`src/rtl/spi_write_decoder_if.sv`:
```
// Bus bundle between spi_write_decoder and its neighbours: SPI byte stream in,
// status byte out, and the valid/ready register write port.
interface spi_write_decoder_if #(
    parameter int DATA_W = 16
);
    logic [7:0]        rx_byte;
    logic              rx_valid;
    logic [7:0]        status_byte;
    logic              frame_active;
    logic              wr_valid;
    logic              wr_ready;
    logic [6:0]        wr_addr;
    logic [DATA_W-1:0] wr_data;

    modport slave (
        input  rx_byte, rx_valid, wr_ready,
        output status_byte, frame_active, wr_valid, wr_addr, wr_data
    );

    modport master (
        output rx_byte, rx_valid, wr_ready,
        input  status_byte, frame_active, wr_valid, wr_addr, wr_data
    );
endinterface

```
`src/rtl/spi_write_decoder.sv`:
```
// Decodes framed SPI register-write commands {op,addr} + N data words into a
// valid/ready write port, and publishes a per-frame status byte for the slave.
//
// state | meaning
// IDLE  | waiting for a frame start (CS falling edge, armed)
// CMD   | expecting the command byte
// DATA  | shifting in data words, issuing writes
// DROP  | rejected command, ignore bytes until CS rises
module spi_write_decoder #(
    parameter int DATA_BYTES = 2,
    parameter bit AUTO_INC   = 1'b1
) (
    input  logic              clk,
    input  logic              reset,
    input  logic              cs,
    spi_write_decoder_if.slave bus
);
    localparam int DATA_W = 8 * DATA_BYTES;
    localparam int CNT_W  = (DATA_BYTES > 1) ? $clog2(DATA_BYTES) : 1;
    localparam logic [CNT_W-1:0] LAST_BYTE = CNT_W'(DATA_BYTES - 1);

    typedef enum logic [1:0] {IDLE, CMD, DATA, DROP} state_t;

    state_t state_q, state_d;

    logic              cs_m, cs_s, cs_prev;
    logic [1:0]        sync_ok;
    logic              armed;
    logic              frame_start, frame_end, byte_in;

    logic [CNT_W-1:0]  byte_cnt;
    logic [6:0]        addr;
    logic [DATA_W-1:0] word;
    logic [DATA_W+7:0] word_wide;
    logic [DATA_W-1:0] word_next;
    logic              overrun, short_f, bad_cmd;
    logic [3:0]        frame_cnt;

    logic              clr_flags, set_bad, set_short, frame_done;
    logic              cmd_take, data_take, word_done, can_load, accept;

    always_ff @(posedge clk or negedge reset) begin
        if (!reset) begin
            cs_m    <= 1'b1;
            cs_s    <= 1'b1;
            cs_prev <= 1'b1;
            sync_ok <= 2'b00;
            armed   <= 1'b0;
        end else begin
            cs_m    <= cs;
            cs_s    <= cs_m;
            cs_prev <= cs_s;
            sync_ok <= {sync_ok[0], 1'b1};
            // cs_s holds its reset value for two cycles; only arm once it reflects the real pin
            if (cs_s && sync_ok[1])
                armed <= 1'b1;
        end
    end

    assign frame_start = armed & ~cs_s & cs_prev;
    assign frame_end   = cs_s & ~cs_prev;
    assign byte_in     = bus.rx_valid & ~cs_s;

    always_ff @(posedge clk or negedge reset) begin
        if (!reset)
            state_q <= IDLE;
        else
            state_q <= state_d;
    end

    always_comb begin
        state_d    = state_q;
        clr_flags  = 1'b0;
        set_bad    = 1'b0;
        set_short  = 1'b0;
        frame_done = 1'b0;
        cmd_take   = 1'b0;
        data_take  = 1'b0;
        case (state_q)
            IDLE: begin
                if (frame_start) begin
                    state_d   = CMD;
                    clr_flags = 1'b1;
                end
            end
            CMD: begin
                if (frame_end) begin
                    state_d    = IDLE;
                    frame_done = 1'b1;
                end else if (byte_in) begin
                    if (bus.rx_byte[7]) begin
                        state_d = DROP;
                        set_bad = 1'b1;
                    end else begin
                        state_d  = DATA;
                        cmd_take = 1'b1;
                    end
                end
            end
            DATA: begin
                if (frame_end) begin
                    state_d    = IDLE;
                    frame_done = 1'b1;
                    set_short  = (byte_cnt != '0);
                end else if (byte_in) begin
                    data_take = 1'b1;
                end
            end
            DROP: begin
                if (frame_end) begin
                    state_d    = IDLE;
                    frame_done = 1'b1;
                end
            end
            default: state_d = IDLE;
        endcase
    end

    assign word_wide = {word, bus.rx_byte};
    assign word_next = word_wide[DATA_W-1:0];
    assign word_done = data_take & (byte_cnt == LAST_BYTE);
    assign can_load  = ~bus.wr_valid | bus.wr_ready;
    assign accept    = bus.wr_valid & bus.wr_ready;

    always_ff @(posedge clk or negedge reset) begin
        if (!reset) begin
            byte_cnt        <= '0;
            addr            <= '0;
            word            <= '0;
            overrun         <= 1'b0;
            short_f         <= 1'b0;
            bad_cmd         <= 1'b0;
            frame_cnt       <= '0;
            bus.wr_valid    <= 1'b0;
            bus.wr_addr     <= '0;
            bus.wr_data     <= '0;
            bus.status_byte <= '0;
        end else begin
            if (clr_flags)
                byte_cnt <= '0;
            if (cmd_take)
                addr <= bus.rx_byte[6:0];
            if (data_take) begin
                word <= word_next;
                if (word_done) begin
                    byte_cnt <= '0;
                    addr     <= addr + {6'd0, AUTO_INC};
                end else begin
                    byte_cnt <= byte_cnt + CNT_W'(1);
                end
            end

            if (word_done && can_load) begin
                bus.wr_valid <= 1'b1;
                bus.wr_addr  <= addr;
                bus.wr_data  <= word_next;
            end else if (accept) begin
                bus.wr_valid <= 1'b0;
            end

            // set terms come last so a same-cycle set beats the frame-start clear
            overrun   <= (overrun & ~clr_flags) | (word_done & ~can_load);
            short_f   <= (short_f & ~clr_flags) | set_short;
            bad_cmd   <= (bad_cmd & ~clr_flags) | set_bad;
            frame_cnt <= frame_cnt + {3'd0, frame_done};

            bus.status_byte <= {bus.wr_valid, overrun, short_f, bad_cmd, frame_cnt};
        end
    end

    assign bus.frame_active = (state_q != IDLE);

endmodule
```
`src/flat_wrapper.sv`:
```
// flat-port wrapper written by rule: the top's interface ports become plain ports
module spi_write_decoder_flat 
#(
    parameter int DATA_BYTES = 2,
    parameter bit AUTO_INC   = 1'b1
)
  (clk, reset, cs, bus_rx_byte, bus_rx_valid, bus_wr_ready, bus_status_byte, bus_frame_active, bus_wr_valid, bus_wr_addr, bus_wr_data);
  spi_write_decoder_if bus_i ();
  input  logic clk;
  input  logic reset;
  input  logic cs;
  input wire logic [$bits(bus_i.rx_byte)-1:0] bus_rx_byte;
  input wire logic [$bits(bus_i.rx_valid)-1:0] bus_rx_valid;
  input wire logic [$bits(bus_i.wr_ready)-1:0] bus_wr_ready;
  output wire logic [$bits(bus_i.status_byte)-1:0] bus_status_byte;
  output wire logic [$bits(bus_i.frame_active)-1:0] bus_frame_active;
  output wire logic [$bits(bus_i.wr_valid)-1:0] bus_wr_valid;
  output wire logic [$bits(bus_i.wr_addr)-1:0] bus_wr_addr;
  output wire logic [$bits(bus_i.wr_data)-1:0] bus_wr_data;
  assign bus_i.rx_byte = bus_rx_byte;
  assign bus_i.rx_valid = bus_rx_valid;
  assign bus_i.wr_ready = bus_wr_ready;
  assign bus_status_byte = bus_i.status_byte;
  assign bus_frame_active = bus_i.frame_active;
  assign bus_wr_valid = bus_i.wr_valid;
  assign bus_wr_addr = bus_i.wr_addr;
  assign bus_wr_data = bus_i.wr_data;
  spi_write_decoder #(.DATA_BYTES(DATA_BYTES), .AUTO_INC(AUTO_INC)) u_core (.clk(clk), .reset(reset), .cs(cs), .bus(bus_i));
endmodule
```
`config.mk`:
```
export PLATFORM = sky130hd
export DESIGN_NAME = spi_write_decoder_flat
export DESIGN_NICKNAME = d
export VERILOG_FILES = /design/src/rtl/spi_write_decoder_if.sv /design/src/rtl/spi_write_decoder.sv /design/src/flat_wrapper.sv
export SDC_FILE = /design/constraint.sdc
export NUM_CORES = 1
export LEC_CHECK = 0
export BUFFER_PORTS_ARGS = -buffer_cell sky130_fd_sc_hd__buf_2
export CORE_MARGIN = 5
export CORE_UTILIZATION = 61
export CTS_BUF_LIST = sky130_fd_sc_hd__clkbuf_4 sky130_fd_sc_hd__clkbuf_8
export DETAILED_ROUTE_END_ITERATION = 8
export PLACE_DENSITY = 0.86
export SETUP_SLACK_MARGIN = 0.3
export SYNTH_ARGS = -nofsm -noshare
export SYNTH_HDL_FRONTEND = slang
export SYNTH_SLANG_ARGS = --single-unit
export TNS_END_PERCENT = 100
```
`constraint.sdc`:
```
create_clock -name clk -period 4.5 [get_ports clk]
set_input_delay 0.45 -clock clk [delete_from_list [all_inputs] [get_ports clk]]
set_output_delay 0.45 -clock clk [all_outputs]
set_load 0.03 [all_outputs]
```
# Yosys cells after proc, flatten, opt, wreduce, memory -nomap -nowiden

Index checks and enable logic that the tools add are counted.

Reductions and logical operators: 9
Mux-type cells: 31
Bitwise logic cells: 19
Equal/unequal tests: 6
$add $sub $neg: 3

Operators by type and width:

| operator                                              | number |
|---|---|
| two-way mux 1 bit                                     | 23 |
| two-way mux 7 bit                                     | 3 |
| AND 1 bit                                             | 10 |
| two-way mux 2 bit                                     | 4 |
| adder 7 x 1 -> 7 bit, second input constant           | 1 |
| case mux 2 bit (3 select lines)                       | 1 |
| nonzero test 2 bit                                    | 3 |
| NOT 1 bit                                             | 5 |
| adder 4 x 1 -> 4 bit                                  | 1 |
| == test 2 bit, second input constant                  | 2 |
| inequality test 2 x 1 -> 1 bit, second input constant | 2 |
| bitwise OR 1 bit                                      | 4 |
| inequality test 3 x 1 -> 1 bit, second input constant | 1 |
| AND reduction 3 bit                                   | 1 |
| OR reduction 3 bit                                    | 1 |
| == test 2 x 1 -> 1 bit, second input constant         | 1 |
| logical AND 1 bit                                     | 2 |
| logical NOT 2 bit                                     | 1 |
| OR reduction 2 bit                                    | 1 |
| adder 1 bit, second input constant                    | 1 |

Output and inout bits: 33
Bits of input ports: 13
Word-level logic and storage cells: 85
Flip-flop bits (word level): 63

# Depth between registers and ports, before layout

Gate-level depths: netlist of run 1.

Word-level depth: 8
Mapped depth: 5
Mapped depth without buffers: 5

# Least setup slack after synthesis of run 1

No wires, ideal clock.

Kind: register to register
Start: register u_core.state_q[1]
End: register u_core.frame_cnt[2]
Arrival time: 1.511 ns
Library setup time: 0.124 ns
Slack: 2.865 ns
Period minus slack after synthesis: 1.635 ns
Data required time: 4.376 ns
Path buffers: 0
Stages on the path, launching flop included: 6
Cell sequence: dfrtp_1 > or2_2 > nor2b_1 > ha_1 > ha_1 > xor2_1

Cells in the longest elaborated chain, start to end: 4
Elaborated cells between the ends (all ways): 6
Classes of those cells: add/sub (1); eq/ne (3); mux (1); reduce/logical (1)

RTL lines:

| item                                                           | line                     | RTL |
|---|---|---|
| from (decl)                                                    | spi_write_decoder.sv:24  | `state_t state_q, state_d;` |
| from (signal assigned)                                         | spi_write_decoder.sv:68  | `state_q <= state_d;` |
| == test 2 x 1 -> 1 bit / == test 2 bit (equally long branches) | spi_write_decoder.sv:79  | `case (state_q)` |
| OR reduction 3 bit (no source line) (*)                        | -                        |  |
| two-way mux 1 bit (*)                                          | -                        |  |
| adder 4 x 1 -> 4 bit (*)                                       | spi_write_decoder.sv:165 | `frame_cnt <= frame_cnt + {3'd0, frame_done};` |
| to (signal assigned)                                           | spi_write_decoder.sv:165 |  |
| to (decl)                                                      | spi_write_decoder.sv:37  | `logic [3:0] frame_cnt;` |

Every way passes the cells marked *; elsewhere a longest branch is shown, timed or not.
A chain may end at the register's enable or synchronous reset.

# Final worst setup path of run 1

Start: register u_core.cs_s
End: register u_core.bus.wr_data[11]

Cells in the longest elaborated chain, start to end: 7
Elaborated cells between the ends (all ways): 8
Classes of those cells: mux (3); bitwise (4); reduce/logical (1)

RTL lines:

| item                   | line                       | RTL |
|---|---|---|
| from (decl)            | spi_write_decoder.sv:26    | `logic cs_m, cs_s, cs_prev;` |
| from (signal assigned) | spi_write_decoder.sv:51    | `cs_s <= cs_m;` |
| NOT 1 bit              | spi_write_decoder.sv:62    | `assign byte_in = bus.rx_valid & ~cs_s;` |
| AND 1 bit              | spi_write_decoder.sv:62    |  |
| two-way mux 1 bit      | spi_write_decoder.sv:105   | `end else if (byte_in) begin` |
| two-way mux 1 bit (*)  | spi_write_decoder.sv:101   | `if (frame_end) begin` |
| two-way mux 1 bit (*)  | spi_write_decoder.sv:79    |  |
| AND 1 bit (*)          | spi_write_decoder.sv:121   | `assign word_done = data_take & (byte_cnt == LAST_BYTE);` |
| logical AND 1 bit (*)  | spi_write_decoder.sv:153   | `if (word_done && can_load) begin` |
| to (signal assigned)   | spi_write_decoder.sv:156   | `bus.wr_data <= word_next;` |
| to (decl)              | spi_write_decoder_if.sv:17 | `output status_byte, frame_active, wr_valid, wr_addr, wr_data` |

Marks and branches as above.

==> results of run 1 <==
[layout make-up]
class / instances / area, µm²
Clock buffer: 13 / 166
Clock inverter: 3 / 65.1
Fill cell: 255 / 991
Inverter: 3 / 11.3
Multi-Input combinational cell: 115 / 862
Sequential cell: 63 / 1580
Tap cell: 50 / 62.6
Timing Repair Buffer: 46 / 233
[worst paths after layout]
path / startpoint / to / slack [ns] / depth (start not counted)
min: cs / u_core.cs_m / 0.22 / 1
max reg2reg: u_core.cs_s / u_core.bus.wr_data[11] / 2.45 / 4
max: u_core.cs_s / u_core.bus.wr_data[11] / 2.45 / 4
min in group asynchronous: reset / u_core.bus.wr_addr[6] / 0.27 / 2
min reg2reg: u_core.sync_ok[0] / u_core.sync_ok[1] / 0.35 / 0
max in group asynchronous: reset / u_core.short_f / 3.73 / 2
[synthesized netlist by cell type, types with 2 or more instances]
master	count	area [µm²]
a21oi_1	6	30.0
inv_1	3	11.3
nand3b_1	2	15.0
nand3_1	5	25.0
nand2_1	32	120
mux2_4	20	300
nand2b_1	3	18.8
dfrtp_1	60	1500
ha_1	3	37.5
and3_1	2	12.5
nor2_1	7	26.3
nand4_1	2	12.5
a21o_1	2	15.0
or2_2	2	12.5
dfstp_2	3	78.8
o21ai_0	7	35.0
mux2_2	3	33.8
buf_6	2	22.5
o22ai_1	3	18.8
[routing by layer]
layer | GRT usage | vias to the layer above | wire length (µm)
met4 | 0.111 | 0 | 97
li1 | - | 745 | -
met3 | 0.0547 | 11 | 354
met2 | 0.298 | 72 | 2290
met5 | 0 | - | 0
met1 | 0.251 | 787 | 1990
[per-stage QoR]
step	std cells	hold WS (ns)
global placement	277	0.332
detailed placement	277	0.336
CTS	293	0.201
floorplan	185	0.154
global route	293	0.201
finish	293	0.219
[cells by family after synthesis]
kind of cell             Yosys count  synth area share
flip-flops                        63             0.636
other                              1           0.00151
AND/OR/NAND/NOR                   62             0.127
buffers and inverters              7            0.0171
adder cells (fa/ha/maj)            3            0.0151
XOR/XNOR                           2           0.00705
multiplexers                      24             0.138
AO/OA/AOI/OAI                     23            0.0574
[flip-flops by register name, indices dropped and copies added, names as in the netlist, 2 cells and up]
| name | cells |
|---|---|
| u_core.bus.status_byte | 8 |
| u_core.word | 8 |
| u_core.sync_ok | 2 |
| u_core.bus.wr_addr | 7 |
| u_core.frame_cnt | 4 |
| u_core.bus.wr_data | 16 |
| u_core.addr | 7 |
| u_core.state_q | 2 |
[worst register-to-register path, cell delays in order, from the launching register on]
cell,delay [ns]
dfstp_2,0.58
and4bb_1,0.38
and2_4,0.26
nand2_4,0.33
mux2_2,0.39
[power breakdown]
group          switching [W]  internal [W]  total (W)
Combinational       0.000351      0.000227   0.000577
Sequential          0.000139      0.000761   0.000900
Clock               0.000200      0.000354   0.000554
Total               0.000690       0.00134    0.00203
==> impl_metrics.yaml, run 1 <==
run_status:
  status: "finished clean"
setup_path:
  cpPeakStageDelay_ns: 0.58
  cp_top_family: "simple AND/OR/NAND/NOR gates"
  crit_fanout: 23
  arrival_ns: 2.26
  setup.worst_path.start_class: "flop"
  end_kind: "flop"
  crit_chain: "and4bb_1 > and2_4 > nand2_4 > mux2_2"
  path_buf_inv: 0
  critPathKind: "flop to flop"
  worst_ep_required_time_ns: 4.71
  cpMaxStageDelayCell: "dfstp_2"
cts:
  h-tree-depth: 3
  numCtsBuffers: 9
  tritoncts: "yes"
  clock_path_buffers: 2
  ctsResizeCount: 0
  insertion_delay_ns: 0.33
  clkSinkCount: 63
  path_clk_slew_ns: 0.06
  post-cts-setup-buffers: 0
  cts-root-buf: "clkbuf_8"
  holdBufCountCts: 0
drt:
  vias_per_cell: 5.51
  dr.pass1.iters: 4
  drt_iter0_markers: 136
  drc: 0
  routed-via-count: 1615
  postRouteAntennaNets: 0
  wirelength_um: 4730
  wl_per_cell_um: 16.1
layout:
  layout_common_cells: "60 x dfrtp_1, 45 x buf_2, 32 x nand2_1, 20 x mux2_4, 11 x clkbuf_8"
  final_layout_size_suffix_gt1_frac: 0.387
  fin_area_um2: 2980
  layout.nets: 254
  fin_util: 0.750
  n_antenna_cell: 0
  syn2layout_area_growth_pct: 19.9
  final_common_cell: "dfrtp_1"
floorplanning:
  dieArea_um2: 5450
  dieWidth_um: 73.8
  std_cell_rows: 23
  core_um2: 3970
  start_util: 0.626
  die_h_um: 73.8
  io_pins: 46
timing:
  hold_viol: 0
  setup_ws_ns: 2.45
  finClkSkew_ns: 0.00654
  tightest_slew_ns: 0.757
  period_share: 0.455
  max_slew_margin: 0.495
  min_period_ns: 2.05
  max_freq_mhz: 488
  setup_viol: 0
  slew_violations: 0
  fin_setup_tns_ns: 0
  rsz0062_at_grt: "false"
place:
  dpl.hpwl_um: 3270
  gp_congestion: 0.889
  placed_cell_area_um2: 2750
  port-buffer-count: 45
  place_ws_ns: 2.44
global_route:
  grt_pass1_vias: 1631
  antenna_found_initial: 0
  grt_usage: 0.196
  grt.overflow.total: 0
  grt_max_degree: 64
  grt_first_pass_wirelength_um: 7850
yosys:
  avgSynthCellArea_um2: 13.4
  synth_flop_cell: "dfrtp_1"
  synth-seq-cells: 63
  async_flop_share: 1.00
  synth_cell_types: 37
  synth_edf_count: 0
  ys_seq_area_frac: 0.636
  synth_cells: 185
  syn-num-nets: 201
  synth-warning-count: 0
  synth.cell_area_um2: 2480
pwr:
  vdd_ir_drop_max_uv: 351
  p_leak_nw: 1.60
  p_total_w: 0.00203
  power_density_nw_per_um2: 682
worst_hold_path:
  min-delay-path-class: "input pin to flop"
job:
  cap_violations: 0
Note: power is estimated with default switching activity, not from simulation.
==> inputs of run 2 (changes only) <==
--- a/config.mk
+++ b/config.mk
@@ -5,12 +5,13 @@
 export SDC_FILE = /design/constraint.sdc
 export NUM_CORES = 1
 export LEC_CHECK = 0
+export ABC_AREA = 1
 export BUFFER_PORTS_ARGS = -buffer_cell sky130_fd_sc_hd__buf_2
 export CORE_MARGIN = 5
-export CORE_UTILIZATION = 61
+export CORE_UTILIZATION = 57
 export CTS_BUF_LIST = sky130_fd_sc_hd__clkbuf_4 sky130_fd_sc_hd__clkbuf_8
 export DETAILED_ROUTE_END_ITERATION = 8
-export PLACE_DENSITY = 0.86
+export PLACE_DENSITY = 0.81
 export SETUP_SLACK_MARGIN = 0.3
 export SYNTH_ARGS = -nofsm -noshare
 export SYNTH_HDL_FRONTEND = slang
==> constraint.sdc (replaced) <==
create_clock -name clk -period 2 [get_ports clk]
set_input_delay 0.2 -clock clk [delete_from_list [all_inputs] [get_ports clk]]
set_output_delay 0.2 -clock clk [all_outputs]
set_load 0.03 [all_outputs]
==> run 2 against run 1 <==
Effect of this change:
- first-iteration DRC count increased by 12%
- synthesized cell count increased by 44%
- total power increased to 2.6 times the previous value
- clock skew increased by 0.0020 ns
- sequential power increased by 140%
- worst setup slack got worse by 2.0 ns
- critical path type is now flop to output pin
- largest power group unchanged
==> impl_metrics.yaml, run 2 <==
run_status:
  status: "finished clean"
timing:
  slew_violations: 0
  finClkSkew_ns: 0.00856
  setup_viol: 0
  max_freq_mhz: 662
  whs_ns: 0.128
  fin_setup_tns_ns: 0
  setup_ws_ns: 0.491
  hold_viol: 0
  min_period_ns: 1.51
  period_share: 0.755
  tightest_slew_ns: 0.524
  max_slew_margin: 0.650
  rsz0062_at_grt: "false"
pwr:
  p_leak_nw: 1.74
  power_density_nw_per_um2: 1680
  vdd_ir_drop_max_uv: 717
yosys:
  synth_compound_area_frac: 0.0783
  synth_edf_count: 0
  synth_most_common_cell: "nand2_1"
  ys_seq_area_frac: 0.603
  yosysTopAreaCell: "dfrtp_1"
  synth_top_family_by_area: "simple AND/OR/NAND/NOR gates"
  synth.top_cell.area_share: 0.573
  avgSynthCellArea_um2: 9.82
  synth_flop_cell: "dfrtp_1"
  muxShareOfSynthArea: 0
  synth-simple-area-share: 0.234
  synth_cell_types: 23
  synth-seq-cells: 63
  synth-warning-count: 0
  synth_commonest_cells: "94 x nand2_1, 60 x dfrtp_1, 24 x inv_1"
  synthXorXnorAreaFrac: 0.0167
  synth_adder_area_share: 0.0143
  syn-num-nets: 283
  synthTopCellsByArea: "dfrtp_1 57%, nand2_1 13%, o21ai_2 4.7%, nand3_1 3.4%, inv_1 3.4%"
  async_flop_share: 1.00
  synth_cells: 267
  synth.cell_area_um2: 2620
setup_path:
  crit_chain: "nor2_1 > inv_1 > buf_2"
  crit_fanout: 4
  cpPeakStageDelay_ns: 0.46
  crit_end: "bus_frame_active"
  setup.worst_path.start_class: "flop"
  arrival_ns: 1.31
  cpMaxStageDelayCell: "dfrtp_1"
  r2r_end: "u_core.frame_cnt[2]"
  worst_ep_required_time_ns: 1.80
  cp_top_family: "flip-flops"
  path_buf_inv: 2
  end_kind: "output pin"
  critical_path_depth: 3
  critPathKind: "flop to output pin"
  rr_worst_depth: 5
  r2r-start: "u_core.state_q[0]"
  ff2ff_setup_slack_ns: 0.52
  startpoint: "u_core.state_q[0]"
drt:
  drt_iter0_markers: 152
  routed-via-count: 1922
  drc: 0
  vias_per_cell: 5.07
  wirelength_um: 5180
  dr.pass1.iters: 4
  postRouteAntennaNets: 0
  wl_per_cell_um: 13.7
global_route:
  grt_max_degree: 64
  grt_usage: 0.190
  grt_first_pass_wirelength_um: 9040
  grt_pass1_vias: 1994
  antenna_found_initial: 0
  grt.overflow.total: 0
layout:
  fillers: 327
  seq_area_um2: 1580
  syn2layout_area_growth_pct: 20.6
  fin_area_um2: 3160
  final_layout_size_suffix_gt1_frac: 0.294
  layout.cells.non_filler: 379
  largest_reg_flops: 16
  final_common_cell: "nand2_1"
  reg_top3: "u_core.bus.wr_data (16), u_core.bus.status_byte (8), u_core.word (8)"
  n_antenna_cell: 0
  layout.nets: 338
  layout_common_cells: "94 x nand2_1, 60 x dfrtp_1, 45 x buf_2, 24 x inv_1, 18 x nand3_1"
  largest-register: "u_core.bus.wr_data"
  multi_input_area_um2: 912
place:
  place_ws_ns: 0.468
  port-buffer-count: 45
  placed_cell_area_um2: 2900
  dpl.hpwl_um: 3520
  gp_congestion: 0.844
  place_inst: 361
floorplanning:
  std_cell_rows: 24
  core_um2: 4410
  start_util: 0.594
  dieArea_um2: 6060
  die_h_um: 77.8
  dieWidth_um: 77.8
  io_pins: 46
job:
  cap_violations: 0
cts:
  post-cts-setup-buffers: 0
  clkSinkCount: 63
  insertion_delay_ns: 0.34
  clock_path_buffers: 2
  tritoncts: "yes"
  cts-root-buf: "clkbuf_8"
  numCtsBuffers: 9
  path_clk_slew_ns: 0.07
  h-tree-depth: 3
worst_hold_path:
  min-delay-path-class: "input pin to flop"
[run 2: cell types whose count changed after synthesis, moves of 3 or more]
cell      change
mux2_4       -20
a21oi_1       -4
nand2b_1      -3
o21ai_0       +6
nand2_2       +8
o21ai_2      +14
inv_1        +21
o22ai_1       -3
nand3_1      +13
nand2_1      +62
mux2_2        -3
[run 2: repair_timing]
item | 4_1_cts | 5_1_grt
hold endpoints to repair | 61 | 0
hold buffers | 2 | 0
resized for setup | 0 | 1
endpoints found under the setup margin | 0 | 1
[run 2: layout make-up]
class / count / area share
tap: 52 / 0.0206
clock inverter: 4 / 0.0245
multi-input combinational: 174 / 0.289
inverter: 25 / 0.0297
clock buffer: 12 / 0.0503
sequential: 63 / 0.500
timing repair buffer: 49 / 0.0863
[run 2: worst min-delay path by stage]
| stage | startpoint | endpoint | slack (ns) | depth (start not counted) |
|---|---|---|---|---|
| 3_3_place_gp | reset | u_core.bus.status_byte[7] | 0.23 | 2 |
| 5_1_grt | bus_rx_byte[6] | u_core.bus.wr_data[6] | 0.14 | 3 |
| 3_5_place_dp | reset | u_core.bus.status_byte[6] | 0.24 | 2 |
| 6_report | bus_rx_byte[6] | u_core.bus.wr_data[6] | 0.13 | 3 |
| 2_1_floorplan | reset | u_core.addr[0] | -0.1 | 0 |
| 4_1_cts | bus_rx_byte[6] | u_core.bus.wr_data[6] | 0.12 | 3 |
[run 2: per-stage QoR]
step	total power, W	utilization
4_1_cts	0.00535	0.714
2_1_floorplan	0.00348	-
6_report	0.00531	0.716
3_5_place_dp	0.00405	0.656
5_1_grt	0.00565	0.716
3_3_place_gp	0.00397	0.656
[run 2: routing by layer]
layer | vias up | GRT usage | share of wire
met4 | 0 | 0.103 | 0.014
met5 | - | 0 | 0
met1 | 904 | 0.235 | 0.43
met2 | 61 | 0.309 | 0.49
li1 | 949 | - | -
met3 | 8 | 0.0440 | 0.060
[run 2: kinds of logic (layout without fill, tap and decap cells)]
group | count (synthesis) | count (layout)
compound gates | 30 | 30
xor+xnor | 5 | 5
fa+ha+maj | 3 | 3
buf+inv | 30 | 90
flops | 63 | 63
other cells | 1 | 1
simple gates | 135 | 135
[run 2: worst min-delay path: cells and delay by family]
kind | cells | cell delay, ns
AO/OA/AOI/OAI | 1 | 0.06
buffers and inverters | 2 | 0.17
[run 2: power by group]
part	internal [W]	switching (W)
sequential	0.00180	0.000346
combinational	0.000595	0.00129
clock	0.000788	0.000490
==> inputs of run 3 (changes only) <==
--- a/config.mk
+++ b/config.mk
@@ -5,13 +5,13 @@
 export SDC_FILE = /design/constraint.sdc
 export NUM_CORES = 1
 export LEC_CHECK = 0
-export ABC_AREA = 1
+export ABC_AREA = 0
 export BUFFER_PORTS_ARGS = -buffer_cell sky130_fd_sc_hd__buf_2
 export CORE_MARGIN = 5
-export CORE_UTILIZATION = 57
+export CORE_UTILIZATION = 51
 export CTS_BUF_LIST = sky130_fd_sc_hd__clkbuf_4 sky130_fd_sc_hd__clkbuf_8
 export DETAILED_ROUTE_END_ITERATION = 8
-export PLACE_DENSITY = 0.81
+export PLACE_DENSITY = 0.77
 export SETUP_SLACK_MARGIN = 0.3
 export SYNTH_ARGS = -nofsm -noshare
 export SYNTH_HDL_FRONTEND = slang
==> constraint.sdc (replaced) <==
create_clock -name clk -period 1.3 [get_ports clk]
set_input_delay 0.13 -clock clk [delete_from_list [all_inputs] [get_ports clk]]
set_output_delay 0.13 -clock clk [all_outputs]
set_load 0.03 [all_outputs]
==> run 3 against run 2 <==
Effect of this change:
- the run now ends with negative setup slack left
- die area grew 5.2%
- non-clock buffer count up 46
- sequential power rose by 50%
- register-to-register slack worse by 0.83 ns
- cell area is 23% higher
- count of clock-buffer cells in the layout rose by 3
- critical path depth grew 2
- critical path type is now flop to flop
- largest cell class unchanged
- largest power group is now combinational cells
- highest routed layer unchanged
==> impl_metrics.yaml, run 3 (synthesis results as in run 1) <==
run_status:
  status: "complete, but fails checks"
  violations: "negative setup slack"
cts:
  clock_path_buffers: 2
  cts-root-buf: "clkbuf_8"
  h-tree-depth: 3
  clkSinkCount: 63
  insertion_delay_ns: 0.34
  path_clk_slew_ns: 0.07
  numCtsBuffers: 9
  tritoncts: "yes"
pwr:
  power.share.clock: 0.209
  p_seq_frac: 0.390
  power_density_nw_per_um2: 2110
  p_leak_nw: 1.97
  vdd_ir_drop_max_uv: 1190
  combPwrFrac: 0.401
  swShare: 0.350
  switching_power_w: 0.00288
  internal-power_w: 0.00536
place:
  port-buffer-count: 45
  dpl.hpwl_um: 3250
  placed_cell_area_um2: 3010
  gp_congestion: 0.830
  place_inst: 318
floorplanning:
  core_um2: 4720
  std_cell_rows: 25
  die_h_um: 79.8
  io_pins: 46
  start_util: 0.526
  dieWidth_um: 79.8
  dieArea_um2: 6370
timing:
  hold_viol: 0
  finClkSkew_ns: 0.00657
  min_period_ns: 1.61
  max_freq_mhz: 619
  setup_viol: 48
  period_share: 1.24
  fin_setup_tns_ns: -10.97
  rsz0062_at_grt: "true"
  setup_ws_ns: -0.314
  slew_violations: 0
drt:
  dr.pass1.iters: 4
  vias_per_cell: 5.31
  postRouteAntennaNets: 0
  routed-via-count: 1906
  wl_per_cell_um: 18.7
  drc: 0
  drt_iter0_markers: 133
  wirelength_um: 6700
global_route:
  grt_usage: 0.203
  grt_max_degree: 64
  grt_pass1_vias: 1909
  antenna_found_initial: 0
  grt_first_pass_wirelength_um: 9510
  grt.overflow.total: 0
layout:
  largest-register: "u_core.bus.wr_data"
  final_layout_size_suffix_gt1_frac: 0.582
  largest_reg_flops: 16
  layout_common_cells: "60 x dfrtp_1, 41 x buf_6, 34 x buf_4, 23 x mux2_4, 22 x nand2_1"
  final_common_cell: "dfrtp_1"
  reg_top3: "u_core.bus.wr_data (16), u_core.bus.status_byte (8), u_core.word (8)"
  fin_util: 0.826
  layout.nets: 303
  fin_area_um2: 3900
  layout.cells.non_filler: 359
  syn2layout_area_growth_pct: 56.9
  n_antenna_cell: 0
setup_path:
  cpPeakStageDelay_ns: 0.53
  setup.worst_path.start_class: "flop"
  worst_ep_required_time_ns: 1.51
  crit_fanout: 6
  crit_chain: "and4bb_1 > and2_4 > nand2_8 > buf_12 > mux2_4"
  end_kind: "flop"
  cpMaxStageDelayCell: "dfstp_2"
  arrival_ns: 1.83
  critPathKind: "flop to flop"
job:
  cap_violations: 0
worst_hold_path:
  min-delay-path-class: "input pin to flop"
-- run 3: cell count changes in the layout (fill, tap and decap cells not counted), sizes merged, moves of 4 or more --
cell | before | now
a21oi | 2 | 6
buf | 47 | 93
inv | 25 | 3
mux2 | 0 | 23
nand2 | 104 | 33
nand3 | 19 | 5
nor2 | 12 | 7
o21ai | 27 | 7
-- run 3: final cells by class --
type                            instances  area [µm²]
Sequential cell                        63        1580
Multi-Input combinational cell        115        1080
Fill cell                             215         823
Tap cell                               67        83.8
Clock inverter                          1        7.51
Timing Repair Buffer                   95         927
Inverter                                3        11.3
Clock buffer                           15         206
-- run 3: timing repair --
item                                    CTS  global route
setup buffers                            13             7
hold endpoints to repair                 61             0
cloned                                    2             1
hold buffers                              2             0
gates resized for setup                  87            35
pin swaps                                 4             4
endpoints found under the setup margin   81            83
-- run 3: worst max-delay path, delay by kind of cell, from the launching register on --
family                 cells  cell delay, ns
DFF                        1            0.53
and+or+nand+nor            3            0.48
buffers and inverters      1            0.15
muxes                      1            0.33
-- run 3: power by group through the flow --
stage	clock network, W	logic [W]	registers [W]
3_5_place_dp	0	0.00229	0.00306
2_1_floorplan	0	0.000821	0.00369
3_3_place_gp	0	0.00223	0.00304
4_1_cts	0.00173	0.00294	0.00311
6_report	0.00172	0.00331	0.00321
5_1_grt	0.00183	0.00347	0.00329
-- run 3: path summary, 6_finish.rpt --
check | from | end | slack, ns | depth (start not counted)
max in group asynchronous | reset | u_core.cs_m | 0.66 | 3
setup / recovery | u_core.cs_s | u_core.bus.wr_data[7] | -0.31 | 5
hold reg to reg | u_core.cs_m | u_core.cs_s | 0.36 | 0
hold / removal | bus_rx_byte[1] | u_core.word[1] | 0.05 | 3
min in group asynchronous | reset | u_core.addr[5] | 0.34 | 3
setup reg to reg | u_core.cs_s | u_core.bus.wr_data[7] | -0.31 | 5
-- run 3: routing by layer --
| metal | up-vias | GRT usage | part of all wire | wire length, µm |
|---|---|---|---|---|
| met3 | 17 | 0.0474 | 0.045 | 302 |
| met1 | 971 | 0.253 | 0.43 | 2910 |
| met5 | - | 0 | 0 | 0 |
| met2 | 71 | 0.330 | 0.49 | 3310 |
| li1 | 847 | - | - | - |
| met4 | 0 | 0.105 | 0.027 | 180 |
-- run 3: per-stage QoR --
stage | hold WS [ns] | setup slack, ns | total power, W
after global routing | 0.0566 | -0.344 | 0.00859
after detailed placement | 0.167 | -0.311 | 0.00535
after global placement | 0.159 | -0.256 | 0.00528
after CTS | 0.0286 | -0.286 | 0.00777
after floorplan | -0.166 | -0.300 | 0.00452
final | 0.0549 | -0.314 | 0.00824
